File: src/rtl/alu_req_arbiter_pkg.sv
// Shared definitions for the two-port ALU request arbiter: funct codes, FSM state type
// and the legal-op helper used when ALU_ILLEGAL_OP_EN is defined.
package alu_req_arbiter_pkg;

    localparam int ALU_W = 32;
    localparam int OP_W  = 6;

    localparam logic [OP_W-1:0] FUNCT_ADD = 6'd32;
    localparam logic [OP_W-1:0] FUNCT_SUB = 6'd34;
    localparam logic [OP_W-1:0] FUNCT_AND = 6'd36;
    localparam logic [OP_W-1:0] FUNCT_OR  = 6'd37;
    localparam logic [OP_W-1:0] FUNCT_SLT = 6'd42;

    typedef enum logic [1:0] {
        ST_IDLE = 2'd0,
        ST_EXEC = 2'd1,
        ST_RESP = 2'd2
    } state_e;

    function automatic logic is_legal_op(input logic [OP_W-1:0] op);
        return (op == FUNCT_ADD) || (op == FUNCT_SUB) || (op == FUNCT_AND) ||
               (op == FUNCT_OR)  || (op == FUNCT_SLT);
    endfunction

endpackage

File: src/rtl/alu_req_arbiter_if.sv
// Request/response bundle between two requesters, the arbiter and the result consumer.
// The arbiter connects through the slave modport; the environment drives the master side.
interface alu_req_arbiter_if #(
    parameter int DATA_W = 32
);
    logic              req0_valid;
    logic              req0_ready;
    logic [DATA_W-1:0] req0_a;
    logic [DATA_W-1:0] req0_b;
    logic [5:0]        req0_op;

    logic              req1_valid;
    logic              req1_ready;
    logic [DATA_W-1:0] req1_a;
    logic [DATA_W-1:0] req1_b;
    logic [5:0]        req1_op;

    logic              resp_valid;
    logic              resp_ready;
    logic [DATA_W-1:0] resp_data;
    logic              resp_id;
    logic              resp_err;

    modport master (
        output req0_valid, req0_a, req0_b, req0_op,
        input  req0_ready,
        output req1_valid, req1_a, req1_b, req1_op,
        input  req1_ready,
        input  resp_valid, resp_data, resp_id, resp_err,
        output resp_ready
    );

    modport slave (
        input  req0_valid, req0_a, req0_b, req0_op,
        output req0_ready,
        input  req1_valid, req1_a, req1_b, req1_op,
        output req1_ready,
        output resp_valid, resp_data, resp_id, resp_err,
        input  resp_ready
    );

endinterface

File: src/rtl/alu_req_arbiter_alu.sv
// Combinational 32-bit ALU (ADD/SUB/AND/OR/signed SLT); unknown funct codes yield 0.
module alu_req_arbiter_alu
    import alu_req_arbiter_pkg::*;
(
    input  logic             rst_i,
    input  logic [OP_W-1:0]  op_i,
    input  logic [ALU_W-1:0] a_i,
    input  logic [ALU_W-1:0] b_i,
    output logic [ALU_W-1:0] result_o
);

    always_comb begin
        result_o = '0;
        if (!rst_i) begin
            case (op_i)
                FUNCT_ADD: result_o = a_i + b_i;
                FUNCT_SUB: result_o = a_i - b_i;
                FUNCT_AND: result_o = a_i & b_i;
                FUNCT_OR:  result_o = a_i | b_i;
                FUNCT_SLT: result_o = {{(ALU_W-1){1'b0}}, ($signed(a_i) < $signed(b_i))};
                default:   result_o = '0;
            endcase
        end
    end

endmodule

File: src/rtl/alu_req_arbiter.sv
// Round-robin arbiter sharing one ALU between two requesters, one operation in flight.
// Optional macro ALU_ILLEGAL_OP_EN: unknown funct codes bypass the ALU and flag resp_err.
module alu_req_arbiter
    import alu_req_arbiter_pkg::*;
#(
    parameter int DATA_W = 32
) (
    input  logic              clk,
    input  logic              reset,
    alu_req_arbiter_if.slave  bus
);

    logic [1:0]        req_valid;
    logic [1:0]        req_ready;
    logic [DATA_W-1:0] req_a  [2];
    logic [DATA_W-1:0] req_b  [2];
    logic [OP_W-1:0]   req_op [2];

    assign req_valid = {bus.req1_valid, bus.req0_valid};
    assign req_a[0]  = bus.req0_a;
    assign req_a[1]  = bus.req1_a;
    assign req_b[0]  = bus.req0_b;
    assign req_b[1]  = bus.req1_b;
    assign req_op[0] = bus.req0_op;
    assign req_op[1] = bus.req1_op;

    state_e            state_q, state_d;
    logic              last_q, last_d;
    logic [DATA_W-1:0] a_q, a_d;
    logic [DATA_W-1:0] b_q, b_d;
    logic [OP_W-1:0]   op_q, op_d;
    logic              id_q, id_d;
    logic              resp_valid_q, resp_valid_d;
    logic [DATA_W-1:0] resp_data_q, resp_data_d;
    logic [ALU_W-1:0]  alu_result;
    logic              grant;
    logic              accept;

    // On a tie the requester that did not win last time gets the ALU.
    assign grant  = (req_valid[0] && req_valid[1]) ? ~last_q : req_valid[1];
    assign accept = |req_ready;

    generate
        for (genvar gi = 0; gi < 2; gi++) begin : g_ready
            assign req_ready[gi] = ~reset && (state_q == ST_IDLE) && req_valid[gi] &&
                                   (grant == 1'(gi));
        end
    endgenerate

    alu_req_arbiter_alu u_alu (
        .rst_i    (1'b0),
        .op_i     (op_q),
        .a_i      (a_q),
        .b_i      (b_q),
        .result_o (alu_result)
    );

`ifdef ALU_ILLEGAL_OP_EN
    logic illegal_q, illegal_d;
    logic resp_err_q, resp_err_d;
`endif

    always_comb begin
        state_d      = state_q;
        last_d       = last_q;
        a_d          = a_q;
        b_d          = b_q;
        op_d         = op_q;
        id_d         = id_q;
        resp_valid_d = resp_valid_q;
        resp_data_d  = resp_data_q;
`ifdef ALU_ILLEGAL_OP_EN
        illegal_d    = illegal_q;
        resp_err_d   = resp_err_q;
`endif
        case (state_q)
            ST_IDLE: begin
                if (accept) begin
                    a_d     = req_a[grant];
                    b_d     = req_b[grant];
                    op_d    = req_op[grant];
                    id_d    = grant;
                    last_d  = grant;
                    state_d = ST_EXEC;
`ifdef ALU_ILLEGAL_OP_EN
                    illegal_d = ~is_legal_op(req_op[grant]);
`endif
                end
            end
            ST_EXEC: begin
                resp_valid_d = 1'b1;
                state_d      = ST_RESP;
`ifdef ALU_ILLEGAL_OP_EN
                resp_data_d  = illegal_q ? '0 : alu_result;
                resp_err_d   = illegal_q;
`else
                resp_data_d  = alu_result;
`endif
            end
            ST_RESP: begin
                // Release returns to IDLE; the next accept is a cycle later.
                if (bus.resp_ready) begin
                    resp_valid_d = 1'b0;
                    state_d      = ST_IDLE;
                end
            end
            default: state_d = ST_IDLE;
        endcase
    end

    always_ff @(posedge clk) begin
        if (reset) begin
            state_q      <= ST_IDLE;
            last_q       <= 1'b1;
            a_q          <= '0;
            b_q          <= '0;
            op_q         <= '0;
            id_q         <= 1'b0;
            resp_valid_q <= 1'b0;
            resp_data_q  <= '0;
`ifdef ALU_ILLEGAL_OP_EN
            illegal_q    <= 1'b0;
            resp_err_q   <= 1'b0;
`endif
        end else begin
            state_q      <= state_d;
            last_q       <= last_d;
            a_q          <= a_d;
            b_q          <= b_d;
            op_q         <= op_d;
            id_q         <= id_d;
            resp_valid_q <= resp_valid_d;
            resp_data_q  <= resp_data_d;
`ifdef ALU_ILLEGAL_OP_EN
            illegal_q    <= illegal_d;
            resp_err_q   <= resp_err_d;
`endif
        end
    end

    assign bus.req0_ready = req_ready[0];
    assign bus.req1_ready = req_ready[1];
    assign bus.resp_valid = resp_valid_q;
    assign bus.resp_data  = resp_data_q;
    // id only changes on accept, so it is already stable for the whole response.
    assign bus.resp_id    = id_q;
`ifdef ALU_ILLEGAL_OP_EN
    assign bus.resp_err   = resp_err_q;
`else
    assign bus.resp_err   = 1'b0;
`endif

endmodule

File: src/flat_wrapper.sv
// flat-port wrapper written by rule: the top's interface ports become plain ports
module alu_req_arbiter_flat import alu_req_arbiter_pkg::*;
#(
    parameter int DATA_W = 32
)
  (clk, reset, bus_req0_valid, bus_req0_a, bus_req0_b, bus_req0_op, bus_req0_ready, bus_req1_valid, bus_req1_a, bus_req1_b, bus_req1_op, bus_req1_ready, bus_resp_valid, bus_resp_data, bus_resp_id, bus_resp_err, bus_resp_ready);
  alu_req_arbiter_if #(.DATA_W(DATA_W)) bus_i ();
  input  logic clk;
  input  logic reset;
  input wire logic [$bits(bus_i.req0_valid)-1:0] bus_req0_valid;
  input wire logic [$bits(bus_i.req0_a)-1:0] bus_req0_a;
  input wire logic [$bits(bus_i.req0_b)-1:0] bus_req0_b;
  input wire logic [$bits(bus_i.req0_op)-1:0] bus_req0_op;
  output wire logic [$bits(bus_i.req0_ready)-1:0] bus_req0_ready;
  input wire logic [$bits(bus_i.req1_valid)-1:0] bus_req1_valid;
  input wire logic [$bits(bus_i.req1_a)-1:0] bus_req1_a;
  input wire logic [$bits(bus_i.req1_b)-1:0] bus_req1_b;
  input wire logic [$bits(bus_i.req1_op)-1:0] bus_req1_op;
  output wire logic [$bits(bus_i.req1_ready)-1:0] bus_req1_ready;
  output wire logic [$bits(bus_i.resp_valid)-1:0] bus_resp_valid;
  output wire logic [$bits(bus_i.resp_data)-1:0] bus_resp_data;
  output wire logic [$bits(bus_i.resp_id)-1:0] bus_resp_id;
  output wire logic [$bits(bus_i.resp_err)-1:0] bus_resp_err;
  input wire logic [$bits(bus_i.resp_ready)-1:0] bus_resp_ready;
  assign bus_i.req0_valid = bus_req0_valid;
  assign bus_i.req0_a = bus_req0_a;
  assign bus_i.req0_b = bus_req0_b;
  assign bus_i.req0_op = bus_req0_op;
  assign bus_req0_ready = bus_i.req0_ready;
  assign bus_i.req1_valid = bus_req1_valid;
  assign bus_i.req1_a = bus_req1_a;
  assign bus_i.req1_b = bus_req1_b;
  assign bus_i.req1_op = bus_req1_op;
  assign bus_req1_ready = bus_i.req1_ready;
  assign bus_resp_valid = bus_i.resp_valid;
  assign bus_resp_data = bus_i.resp_data;
  assign bus_resp_id = bus_i.resp_id;
  assign bus_resp_err = bus_i.resp_err;
  assign bus_i.resp_ready = bus_resp_ready;
  alu_req_arbiter #(.DATA_W(DATA_W)) u_core (.clk(clk), .reset(reset), .bus(bus_i));
endmodule
File: config.mk
export PLATFORM = sky130hd
export DESIGN_NAME = alu_req_arbiter_flat
export DESIGN_NICKNAME = d
export VERILOG_FILES = /design/src/rtl/alu_req_arbiter_pkg.sv /design/src/rtl/alu_req_arbiter_if.sv /design/src/rtl/alu_req_arbiter_alu.sv /design/src/rtl/alu_req_arbiter.sv /design/src/flat_wrapper.sv
export SDC_FILE = /design/constraint.sdc
export NUM_CORES = 1
export LEC_CHECK = 0
export CAP_MARGIN = 30
export CORE_AREA = 2 2 136 138
export CTS_CLUSTER_DIAMETER = 120
export DETAILED_ROUTE_END_ITERATION = 8
export DIE_AREA = 0 0 138 140
export GPL_ROUTABILITY_DRIVEN = 0
export PLACE_DENSITY_LB_ADDON = 0.05
export SLEW_MARGIN = 20
export SYNTH_ARGS = -nofsm -noshare
export SYNTH_HDL_FRONTEND = slang
export SYNTH_HIERARCHICAL = 1
export SYNTH_SLANG_ARGS = --single-unit
File: constraint.sdc
create_clock -name clk -period 4.37 [get_ports clk]
set_clock_uncertainty 0.15 [all_clocks]
set_input_delay 0.6555 -clock clk [delete_from_list [all_inputs] [get_ports clk]]
set_output_delay 0.6555 -clock clk [all_outputs]
set_load 0.1 [all_outputs]
# After elaboration in Yosys (flattened, before gate mapping)

Index checks and enable logic that the tools add are counted.
W data, S select, Z words.

Add/subtract/negate cells: 2
$lt $le $gt $ge: 2
Eq/ne operators: 9
Mux-type cells: 16
Bitwise operators: 6
Reduce and logical (&&, ||, !) cells: 12

Operators by type and width:

| kind                 | count |
|---|---|
| $mux W32             | 6 |
| $pmux W32 S5         | 1 |
| $add A32 B32 Y32     | 1 |
| $and A32 B32 Y32     | 1 |
| $lt A32 B32 Y1       | 1 |
| $or A32 B32 Y32      | 1 |
| $sub A32 B32 Y32     | 1 |
| $eq A6 B6 Y1 const B | 5 |
| $mux W6              | 3 |
| $logic_and A1 B1 Y1  | 6 |
| $pmux W2 S3          | 1 |
| $reduce_and A2 Y1    | 3 |
| $mux W2              | 2 |
| $not A1 Y1           | 3 |
| $eq A2 B1 Y1 const B | 1 |
| $eq A2 B2 Y1 const B | 1 |
| $ge A2 B2 Y1 const B | 1 |
| $logic_not A2 Y1     | 1 |
| $mux W1              | 2 |
| $ne A2 B1 Y1 const B | 1 |
| $ne A2 B2 Y1 const B | 1 |
| $not A1 Y2           | 1 |
| $pmux W1 S2          | 1 |
| $reduce_bool A2 Y1   | 1 |
| $reduce_or A2 Y1     | 1 |

Bits in registers: 107
Input port bits: 145
Output and inout bits: 37
Word-level logic and storage cells: 55

# Logic depth before layout (Yosys ltp)

Depth in word-level cells: 7
Gate-level depth with buffers: 15
Gate-level depth less buffers: 15

# Hierarchy

Netlist, hierarchy kept.

By module, submodules not included:

| module              | times used | cells an instance | area an instance (um2) | sequential area each (um2) |
|---|---|---|---|---|
| alu_req_arbiter_alu | 1          | 736               | 4793.3                 | 0.0 |
| alu_req_arbiter     | 1          | 573               | 4680.7                 | 2142.1 |

# Worst setup path before layout

OpenSTA, ideal clock, no wires.

Path kind: input -> output
Start point: input bus_req0_valid
End point: output bus_req0_ready
Arrival: 3.325 ns
Data required time: 3.564 ns
Path slack: 0.240 ns
Stages: 4
Buffers on the path: 2
Cells stage by stage: or3b_1 -> buf_6 -> buf_6 -> nor3_1

Cells in the longest elaborated chain, start to end: 4
Elaborated cells on any way between the ends: 5
Classes of those cells: mux: 1; bitwise: 1; reduce/logical: 3

Ends and longest elaborated chain:

| what                  | line                  | source |
|---|---|---|
| start, declared       | flat_wrapper.sv:10    | `input wire logic [$bits(bus_i.req0_valid)-1:0] bus_req0_valid;` |
| $logic_and A1 B1 Y1   | alu_req_arbiter.sv:40 | `assign grant = (req_valid[0] && req_valid[1]) ? ~last_q : req_valid[1];` |
| $mux W1               | alu_req_arbiter.sv:40 |  |
| $not A1 Y1            | alu_req_arbiter.sv:46 | `(grant == 1'(gi));` |
| $logic_and A1 B1 Y1 * | alu_req_arbiter.sv:45 | `assign req_ready[gi] = ~reset && (state_q == ST_IDLE) && req_valid[gi] &&` |
| end, declared         | flat_wrapper.sv:14    | `output wire logic [$bits(bus_i.req0_ready)-1:0] bus_req0_ready;` |

Every way passes the cells marked *; elsewhere a longest branch is shown, timed or not.

# Worst setup path after layout

Start point: register u_core.a_q[4]
End point: register u_core.resp_data_q[31] (netlist: u_core/bus.resp_data[31])

Cells in the longest elaborated chain, start to end: 2
Elaborated cells on any way between the ends: 3
Classes of those cells: add/sub: 2; mux: 1

Ends and longest elaborated chain:

| what                                                 | line                                                 | source |
|---|---|---|
| start, declared                                      | alu_req_arbiter.sv:29                                | `logic [DATA_W-1:0] a_q, a_d;` |
| start signal, assigned                               | alu_req_arbiter.sv:115                               | `a_q <= '0;` |
| start signal, assigned                               | alu_req_arbiter.sv:128                               | `a_q <= a_d;` |
| $sub A32 B32 Y32 or $add A32 B32 Y32 (tied branches) | alu_req_arbiter_alu.sv:17, alu_req_arbiter_alu.sv:16 |  |
| $pmux W32 S5 *                                       | alu_req_arbiter_alu.sv:15                            | `case (op_i)` |
| named net u_core.alu_result[31]                      | alu_req_arbiter.sv:35                                | `logic [ALU_W-1:0] alu_result;` |
| end signal, assigned                                 | alu_req_arbiter.sv:133                               | `resp_data_q <= resp_data_d;` |
| end, declared                                        | alu_req_arbiter.sv:34                                | `logic [DATA_W-1:0] resp_data_q, resp_data_d;` |

Mark *: on every way through the listed nets, which the timed path passes. The rest lies on a longest branch.
A chain may end at the register's enable or synchronous reset.

==> flow_summary.yaml <==
power:
  powerDensity_mw_per_mm2: 329
  switchingPower_w: 0.00163
  p_int_w: 0.00217
  p_seq_share_pct: 31.3
  clkPwrFrac_pct: 22.3
  vdd_drop_max_uv: 214
  switching_share_pct: 42.8
  pwr-share-comb_pct: 46.4
  p_leak_nw: 4.31
route:
  drtIter0Drc: 1336
  ant_nets: 0
  wl_met2_um: 12700
  dr.max_layer_used: "met4"
  routedLengthMet1_um: 13600
  drcViolationCount: 0
  wl_per_cell_um: 18.4
  wl_um: 30300
  first_pass_iters: 8
  vias: 10013
  viasPerCell: 6.08
  route.met3.wl_um: 3240
critical_path:
  r2r_slack_ns: 0.48
  rr_endpoint: "u_core/bus.resp_data[31]"
  cp_max_fo: 7
  cp-end-kind: "flip-flop"
  required_ns: 4.45
  cp_common_cell: "a21oi_1"
  critical_path.reg2reg.startpoint: "u_core/a_q[4]"
  reg2reg_depth: 15
  cp_slowest_stage_delay_ns: 0.54
  crit_slowest_cell: "a2111oi_0"
  critPathLaunchType: "flip-flop"
  worstPathArrival_ns: 3.97
  worstPathCellList: "inv_1, ha_1, o211ai_1, o21a_1, a2111oi_0, buf_4, nor2_1, nor3_1, a41o_1, o2bb2ai_1, o22a_1, mux2i_1, a21oi_1, nand2_1, a21oi_1"
  critical_path_class: "flip-flop to flip-flop"
outcome:
  status: "completed"
clock_tree:
  cts_buffers: 9
  ctsHtreeMaxLevel: 3
  cts_resized: 0
  hold_buffers: 0
  cts_setup_buffers: 0
  root_buffer: "clkbuf_16"
  clkSinkCount: 107
  clock_latency_ns: 0.37
  cts_tree: "done"
  clk_path_buf_depth: 2
  clkTransAtPathRegs_ns: 0.08
logic_synthesis:
  ys_types: 69
  synth_top_family_by_area: "simple AND/OR/NAND/NOR gates"
  syn_area_per_cell_um2: 7.24
  synthMuxAreaShare_pct: 0.740
  synth_fa_ha_area_share_pct: 15.1
  ys_async_sr_fraction_pct: 0
  synth-edff-count: 0
  synthCells: 1309
  yosys.area_share.simple_pct: 27.3
  synth_area_mm2: 0.00947
  netlist_top_cells_area: "dfxtp_1 (23%), ha_1 (15%), a21oi_1 (9.8%)"
  yosysTopAreaCell: "dfxtp_1"
  synth-xor-area-share_pct: 2.77
  synth_compound_area_share_pct: 22.4
  yosysWarnings: 6
  synth_ff_type: "dfxtp_1"
  yosysTopAreaCellShare_pct: 22.6
  ys_ff_latch: 107
  yosysSeqAreaShare_pct: 22.6
flow_run:
  max_cap_viol_count: 0
worst_hold_path:
  min_path_cells: 2
  holdCritStartpoint: "u_core/bus.resp_data[4]"
  min_path_type: "flip-flop to flip-flop"
  hold_end: "u_core/bus.resp_data[4]"
sta:
  clock.fmax_ghz: 0.257
  setup_tns_ns: 0
  slew_headroom_pct: 34.7
  worstMarginPinSlew_ns: 0.977
  setup_viol: 0
  setup_slack_ns: 0.483
  hold_viol_final: 0
  grt_setup_unrepaired: "false"
  period_minus_slack_ns: 3.89
  final.period_utilization_pct: 88.9
  slew_violations: 0
final_layout:
  fillers: 1684
  seq_area_mm2: 0.00214
  area_growth_pct: 21.8
  post-route-cell-area_mm2: 0.0115
  drive_gt1_share_pct: 4.23
  fin_cells: 1648
  multi_input_area_mm2: 0.00650
  utilization_pct: 64.9
  final_nets: 1671
placement:
  dp_slack_ns: 0.662
  place_area_mm2: 0.0112
  dpl.cell_count: 1631
  portBuffers: 180
  dpl.hpwl_um: 22500
floorplan:
  io_pins: 182
  rows: 49
  coreArea_mm2: 0.0178
  start_util_pct: 53.3
  die_w_um: 138
  die_h_um: 140
  die_area_mm2: 0.0193
grt:
  grt_max_degree: 73
  gr-usage-all-layers_pct: 30.4
  grt_pass1_vias: 9116
  grt_antenna_before_repair: 0
  grt_pass1_wl_um: 48500
  grt_overflow: 0
==> cell usage after synthesis (all sizes together), types with 3 or more instances <==
master,n
a21oi,186
ha,111
nand2,108
dfxtp,107
nor2,98
inv,90
nor3,90
nor4,79
nor3b,70
clkbuf,55
buf,54
o21ai,50
xnor2,26
a211oi,18
nand3,14
o21bai,14
o22ai,13
o31ai,10
nand2b,9
nand4,8
mux2i,7
a31oi,6
nor2b,6
o211ai,6
o21a,6
a21o,5
a221o,5
a211o,4
or3,4
xor2,4
a22oi,3
and3,3
or2,3
or3b,3
==> how the worst max path moves through the flow <==
stage	startpoint	to	slack [ns]	depth (start not counted)
after floorplan	bus_req0_valid	bus_req0_ready	0.24	4
after global placement	u_core/a_q[0]	u_core/bus.resp_data[28]	0.73	14
after detailed placement	u_core/b_q[0]	u_core/bus.resp_data[28]	0.66	14
after CTS	u_core/b_q[0]	u_core/bus.resp_data[28]	0.63	14
after global routing	u_core/a_q[4]	u_core/bus.resp_data[27]	0.33	15
final	u_core/a_q[4]	u_core/bus.resp_data[31]	0.48	15
==> layout make-up <==
cell class                 instances  area share (%)
antenna                            1          0.0217
clock buffer                       9            1.95
clock inverter                     7           0.640
inverter                          90            2.93
multi-input combinational       1005            56.4
sequential                       107            18.6
tap                              229            2.48
timing repair buffer             200            17.1
==> per-layer routing <==
metal / track usage (%) / up-vias
met5: 0 / -
met4: 9.02 / 0
met3: 6.87 / 68
met2: 44.7 / 523
met1: 44.5 / 4559
li1: - / 4863
==> sequential cells by signal, indices dropped and copies added (netlist names) <==
| signal | count |
|---|---|
| u_core/last_q | 1 |
| u_core/a_q | 32 |
| u_core/bus.resp_valid | 1 |
| u_core/op_q | 6 |
| u_core/bus.resp_data | 32 |
| u_core/bus.resp_id | 1 |
| u_core/state_q | 2 |
| u_core/b_q | 32 |
==> metrics by stage <==
step | hold WS (ns) | power [W]
detailed placement | 0.295 | 0.00292
CTS | 0.306 | 0.00376
floorplan | 0.333 | 0.00243
global placement | 0.292 | 0.00289
finish | 0.303 | 0.00380
global route | 0.326 | 0.00402
==> cells in the final DEF (no fill, tap or decap), drive strengths merged, types with 5 or more instances in the layout <==
master	instances
nand2	108
nand3	14
nor3b	70
nand2b	9
a21o	5
a31oi	6
a211oi	18
o31ai	10
a21oi	186
nor2b	6
buf	23
mux2i	7
inv	96
a221o	5
o21bai	14
nor2	98
dfxtp	107
clkbuf	9
o21a	6
nor3	90
nand4	8
xnor2	26
nor4	79
o21ai	50
clkdlybuf4s50	177
o211ai	6
o22ai	13
ha	111
==> worst max-delay path: cells and delay by family, from the launching register on <==
family,cells,cell delay (ns)
buffers and inverters,2,0.28
AO/OA/AOI/OAI,8,1.82
AND/OR/NAND/NOR,3,0.44
adder cells (fa/ha/maj),1,0.42
multiplexers,1,0.23
flip-flops,1,0.42
==> power by group through the flow <==
stage / Clock, W / Combinational [W] / Sequential, W
floorplan: 0 / 0.00124 / 0.00119
global placement: 0 / 0.00169 / 0.00120
detailed placement: 0 / 0.00171 / 0.00121
CTS: 0.000860 / 0.00172 / 0.00119
global route: 0.000899 / 0.00192 / 0.00121
finish: 0.000848 / 0.00176 / 0.00119
==> cells by family (layout without fill, tap and decap cells) <==
group                    count (synthesis)  count (layout)
flip-flops                             107             107
AO/OA/AOI/OAI                          352             352
AND/OR/NAND/NOR                        500             500
other                                    1               4
XOR/XNOR                                30              30
adder cells (fa/ha/maj)                113             113
buffers and inverters                  199             306
multiplexers                             7               7
Note: power is estimated with default switching activity, not from simulation.
